[config.mk]
export PLATFORM = sky130hd
export DESIGN_NAME = commit_monitor
export DESIGN_NICKNAME = d
export VERILOG_FILES = /design/src/rtl/commit_monitor.sv
export SDC_FILE = /design/constraint.sdc
export NUM_CORES = 2
export LEC_CHECK = 0
export ABC_AREA = 1
export BUFFER_PORTS_ARGS = -buffer_cell sky130_fd_sc_hd__buf_2
export CAP_MARGIN = 0
export CORE_UTILIZATION = 30
export DETAILED_ROUTE_END_ITERATION = 16
export GPL_TIMING_DRIVEN = 1
export PLACE_DENSITY = 0.43
export SKIP_CTS_REPAIR_TIMING = 1
export SLEW_MARGIN = 20
export SYNTH_ARGS = -nofsm -noshare
export SYNTH_HDL_FRONTEND = slang
export SYNTH_SLANG_ARGS = --single-unit
[constraint.sdc]
create_clock -name clk -period 20.4 [get_ports clk]
set_input_delay 4.08 -clock clk [delete_from_list [all_inputs] [get_ports clk]]
set_output_delay 4.08 -clock clk [all_outputs]
set_load 0.03 [all_outputs]
[src/rtl/commit_monitor.sv]
// commit_monitor
//   Receive side of the core's commit interface. Commit records arrive over a
//   valid/ready handshake into a small FIFO and are drained one per cycle into
//   a shadow 32 x 64 integer register file. Also keeps cycle / instruction /
//   skip counters and catches the 0x6b trap instruction.
//
// Ports
//   clk, rst         : sole clock; synchronous active-high reset
//   i_cmt_valid      : commit record offered
//   o_cmt_ready      : record accepted when valid && ready at posedge
//   i_cmt_pc/inst    : PC and instruction word of the committed instruction
//   i_cmt_skip       : record marked skip (MMIO etc.)
//   i_cmt_wen/wdest/wdata : destination write (wdest legal range 0..31)
//   i_gpr_idx        : shadow register read index
//   o_gpr_rdata      : shadow[i_gpr_idx], combinational, x0 reads 0
//   o_trap, o_trap_code, o_trap_pc : sticky trap report
//   o_cycle_cnt      : cycles spent in RUN
//   o_instr_cnt      : records drained
//   o_skip_cnt       : drained records with skip set
//   o_err            : sticky, a drained record wrote an out-of-range wdest
module commit_monitor #(
  parameter int DEPTH = 4
) (
  input  logic        clk,
  input  logic        rst,
  input  logic        i_cmt_valid,
  output logic        o_cmt_ready,
  input  logic [63:0] i_cmt_pc,
  input  logic [31:0] i_cmt_inst,
  input  logic        i_cmt_skip,
  input  logic        i_cmt_wen,
  input  logic [7:0]  i_cmt_wdest,
  input  logic [63:0] i_cmt_wdata,
  input  logic [4:0]  i_gpr_idx,
  output logic [63:0] o_gpr_rdata,
  output logic        o_trap,
  output logic [7:0]  o_trap_code,
  output logic [63:0] o_trap_pc,
  output logic [63:0] o_cycle_cnt,
  output logic [63:0] o_instr_cnt,
  output logic [63:0] o_skip_cnt,
  output logic        o_err
);

  localparam int PTR_W = (DEPTH > 1) ? $clog2(DEPTH) : 1;
  localparam int CNT_W = PTR_W + 1;
  localparam logic [CNT_W-1:0] FULL = CNT_W'(DEPTH);

  typedef enum logic {RUN, TRAPPED} state_t;

  state_t            state;
  logic [CNT_W-1:0]  count;
  logic [PTR_W-1:0]  wr_ptr;
  logic [PTR_W-1:0]  rd_ptr;

  // Only the opcode field matters for trap detection, so the FIFO keeps a
  // single trap flag per entry instead of the full instruction word.
  logic [63:0] q_pc    [DEPTH];
  logic        q_trap  [DEPTH];
  logic        q_skip  [DEPTH];
  logic        q_wen   [DEPTH];
  logic [7:0]  q_wdest [DEPTH];
  logic [63:0] q_wdata [DEPTH];

  logic [63:0] shadow  [32];

  logic        push;
  logic        pop;
  logic [63:0] h_pc;
  logic        h_trap;
  logic        h_skip;
  logic        h_wen;
  logic [7:0]  h_wdest;
  logic [63:0] h_wdata;
  logic        unused_inst;

  function automatic logic is_trap(input logic [31:0] inst);
    return inst[6:0] == 7'h6b;
  endfunction

  assign unused_inst = ^i_cmt_inst[31:7];

  assign o_cmt_ready = !rst && (state == RUN) && (count < FULL);
  assign push        = i_cmt_valid && o_cmt_ready;
  // A record pushed into an empty FIFO is only visible to pop next cycle.
  assign pop         = (state == RUN) && (count != '0);

  assign h_pc    = q_pc[rd_ptr];
  assign h_trap  = q_trap[rd_ptr];
  assign h_skip  = q_skip[rd_ptr];
  assign h_wen   = q_wen[rd_ptr];
  assign h_wdest = q_wdest[rd_ptr];
  assign h_wdata = q_wdata[rd_ptr];

  assign o_gpr_rdata = (i_gpr_idx == 5'd0) ? 64'd0 : shadow[i_gpr_idx];

  // FIFO storage: payload only, no reset needed.
  always_ff @(posedge clk) begin
    if (push) begin
      q_pc[wr_ptr]    <= i_cmt_pc;
      q_trap[wr_ptr]  <= is_trap(i_cmt_inst);
      q_skip[wr_ptr]  <= i_cmt_skip;
      q_wen[wr_ptr]   <= i_cmt_wen;
      q_wdest[wr_ptr] <= i_cmt_wdest;
      q_wdata[wr_ptr] <= i_cmt_wdata;
    end
  end

  always_ff @(posedge clk) begin
    if (rst) begin
      state       <= RUN;
      count       <= '0;
      wr_ptr      <= '0;
      rd_ptr      <= '0;
      o_trap      <= 1'b0;
      o_trap_code <= 8'd0;
      o_trap_pc   <= 64'd0;
      o_cycle_cnt <= 64'd0;
      o_instr_cnt <= 64'd0;
      o_skip_cnt  <= 64'd0;
      o_err       <= 1'b0;
      for (int i = 0; i < 32; i++) shadow[i] <= 64'd0;
    end else if (state == RUN) begin
      o_cycle_cnt <= o_cycle_cnt + 64'd1;

      if (pop) begin
        if (h_wen && (h_wdest[7:5] == 3'd0) && (h_wdest[4:0] != 5'd0))
          shadow[h_wdest[4:0]] <= h_wdata;
        if (h_wen && (h_wdest[7:5] != 3'd0))
          o_err <= 1'b1;
        o_instr_cnt <= o_instr_cnt + 64'd1;
        if (h_skip)
          o_skip_cnt <= o_skip_cnt + 64'd1;
      end

      if (pop && h_trap) begin
        // x10 is sampled before this record's own shadow write lands.
        o_trap      <= 1'b1;
        o_trap_pc   <= h_pc;
        o_trap_code <= shadow[10][7:0];
        state       <= TRAPPED;
        // Anything still queued behind the trap is dropped.
        count       <= '0;
        wr_ptr      <= '0;
        rd_ptr      <= '0;
      end else begin
        if (push) wr_ptr <= wr_ptr + PTR_W'(1);
        if (pop)  rd_ptr <= rd_ptr + PTR_W'(1);
        if (push && !pop)
          count <= count + CNT_W'(1);
        else if (!push && pop)
          count <= count - CNT_W'(1);
      end
    end
  end

endmodule

==> run metrics <==
run status complete, no violations; estimated wirelength of the detail-placed design 262,000 um; share of cell area taken by muxes after synthesis 0; die height 654 um; fraction of the mapped netlist area in adder cells 0.000845; register bit count reported by yosys 2,880; RSZ-0062 raised after global routing no; portion of the clock cycle consumed by the worst path in the final layout 0.624; data required time of the critical path 16.32 ns; async set-or-reset flop fraction in the synthesized netlist 0; clock-pin transition on the worst setup and hold timing paths 0.06 ns; all-layer global routing usage 0.212; switching power 5.30 mW; number of nets in the final layout 13,200; worst hold margin 0.467 ns; global route overflow 0; shortest period the worst path allows 12.73 ns; total clock buffers created by CTS 330; area taken by flip-flops and latches 0.0837 mm2; fraction of final layout cells sized beyond drive strength 1 0.101; category of the most critical setup path in -> out; xor-xnor portion of the synthesized cell area 0.00192; type of the most critical hold path reg -> reg; worst slew slack as a fraction of its limit 0.234; post-synthesis instance total 12,900; crit path capture type output pin; maximum VDD drop 0.0997 mV; number of core rows 238; Die X-Extent 654 um; count of routing violations after the opening detailed-route iteration 8,196; most frequently used flop master after synthesis edfxtp_1; portion of total power attributed to sequential cells 0.432; Internal Power 10.6 mW; library cell with the highest instance count after synthesis nand2_1; clock latency on the worst-skew pair 0.95 ns; share of the yosys chip area belonging to registers 0.657; Gate power share 0.207; final weighted congestion of routability-driven global placement 0.832; antenna violations before repair 71; layout overhead on the synthesized area 13.4%; I/O Buffers 483; relative contribution of the clock network to total power 0.360; CTS H-Tree Depth 5; die area 0.427 mm2; share of total power consumed by net switching 0.334; share of synthesized cell area in and, or, nand and nor gates 0.261; highest achievable clock rate 78.5 MHz; clk sinks 2,880; cell taking the most area after synthesis edfxtp_1; power per unit of standard cell area 110 mW/mm2; Ports 509; startpoint type of the worst setup path input port; Setup-failing EPs final 0; number of optimization iterations in the first detailed-route pass 5; number of global-route vias before repair 89,100; Starting Density 0.302; number of nets with antenna violations after routing 0; clock tree from TritonCTS yes; setup clock skew after layout 0.0363 ns; number of enable-type register cells in the synthesized netlist 2,604; top cell types by occurrence after synthesis nand2_1 (3,334), nor2_1 (2,788), edfxtp_1 (2,604); number of remaining DRC errors 0; per-cell via count in the routed design 4.95; max-capacitance violation count 0; count of different cell masters after synthesis 46; Tightest Pin Transition 1.15 ns; multi-input combinational cell area 0.0383 mm2; top cells by area in the synthesized netlist edfxtp_1 (61%), nand2_1 (9.8%), nor2_1 (8.2%); worst path arrival time 8.65 ns; internal reg-to-reg setup slack 14.40 ns; maximum fanout along the worst path 98; drt wl/cell 24.6 um; pin count of the biggest net entering global routing 144; total number of yosys warnings 0; max-slew violation count 0; total standard cell area after synthesis 0.127 mm2; maximum root-to-sink buffer count 4; number of hold violations in the final report 0; clock root buffer clkbuf_16; wire length of the first global-routing pass 662,000 um; average cell area after synthesis 9.85 um2; static leakage power 54.8 nW; total number of vias 93,800; number of filler cells placed in the layout 42,900; top-area cell type share of the netlist area 0.614; WL final 466,000 um; Setup Total Neg Slack 0 ns; dominant combinational cell family by area after synthesis simple AND/OR/NAND/NOR gates; compound-gate portion of the synthesized area 0.0293; floorplan core area 0.421 mm2
==> per-stage QoR <==
| step | utilization | instance area (um2) | std cells | worst slack (ns) | total power, mW |
|---|---|---|---|---|---|
| floorplan | - | 128000 | 13000 | 9.15 | 8.94 |
| global placement | 0.319 | 134000 | 18300 | 7.60 | 10.3 |
| detailed placement | 0.319 | 134000 | 18300 | 7.65 | 10.3 |
| CTS | 0.343 | 144000 | 18900 | 7.64 | 16.0 |
| global route | 0.343 | 144000 | 18900 | 7.53 | 16.5 |
| finish | 0.343 | 144000 | 18900 | 7.67 | 15.9 |
==> metal layers <==
layer / GRT usage / up-vias / wire length [um]
met3: 0.0334 / 715 / 27700
met4: 0.0628 / 78 / 14800
met2: 0.347 / 2735 / 217000
met1: 0.288 / 46600 / 206000
li1: - / 43700 / -
met5: 0 / - / 508
==> flip-flops by register name, indices dropped and copies added, names as in the netlist, 32 cells and up, named ones only <==
name,flops
q_pc,256
o_instr_cnt,64
q_wdest,32
o_trap_pc,64
o_cycle_cnt,64
o_skip_cnt,64
q_wdata,256
shadow,2048
==> final cells by class <==
cell class / instances / area share
Multi-Input combinational cell: 8860 / 0.265
Clock inverter: 132 / 0.00720
Clock buffer: 454 / 0.0622
Sequential cell: 2880 / 0.580
Inverter: 258 / 0.00709
Antenna cell: 16 / 0.000277
Tap cell: 5640 / 0.0489
Timing Repair Buffer: 708 / 0.0295
==> worst max-delay path, stage by stage <==
cell	delay, ns
buf_8	0.16
inv_8	0.52
buf_4	0.71
buf_4	0.51
buf_4	0.83
nand2_1	0.12
nand3_1	0.12
nand3_1	0.09
nand2_1	0.12
nand2_1	0.06
nand2_1	0.09
nor2_1	0.04
nor2_1	0.65
buf_2	0.34
==> power groups by stage <==
stage | sequential, mW | combinational, mW | clock, mW
after floorplan | 7.13 | 1.81 | 0
after global placement | 7.00 | 3.28 | 0
after global routing | 6.90 | 3.52 | 6.05
after CTS | 6.88 | 3.29 | 5.85
after detailed placement | 7.00 | 3.29 | 0
final | 6.87 | 3.29 | 5.73
==> cells in the final DEF, fill, tap and decap left out, types with 5 or more instances in the layout <==
cell       count
nand2_1     3302
nor2_1      2783
edfxtp_1    2604
nand3_1     1726
buf_2        477
clkbuf_16    336
o21ai_0      282
dfxtp_1      273
inv_1        243
buf_4        217
a21oi_1      186
clkbuf_1     104
nor2_2        86
o22ai_1       68
nand4_1       65
conb_1        64
clkinv_1      60
a32o_1        54
nor3_1        46
clkinv_2      45
nand2_4       33
nand3_4       32
xor2_1        18
diode_2       16
clkbuf_8      16
bufinv_16     14
nor2_4        12
nor3b_1       11
a32o_2        10
xnor2_1       10
inv_6          9
a31oi_1        9
o21bai_1       8
buf_12         8
ha_1           7
inv_8          5
nand2_2        5
o21a_1         5
==> path summary, 6_finish.rpt <==
path                      from  depth (start not counted)               to
setup / recovery  i_gpr_idx[0]                         14  o_gpr_rdata[30]
setup reg to reg     flip-flop                          9   shadow[26][24]
hold reg to reg          o_err                          2            o_err
hold / removal           o_err                          2            o_err
==> cell families (layout without fill, tap and decap cells) <==
logic type | after synthesis | count (layout)
XOR/XNOR | 28 | 28
other | 1 | 80
buffers and inverters | 1263 | 1552
adder cells (fa/ha/maj) | 8 | 8
flip-flops | 2880 | 2880
AO/OA/AOI/OAI | 641 | 641
AND/OR/NAND/NOR | 8119 | 8119
Note: power is estimated with default switching activity, not from simulation.
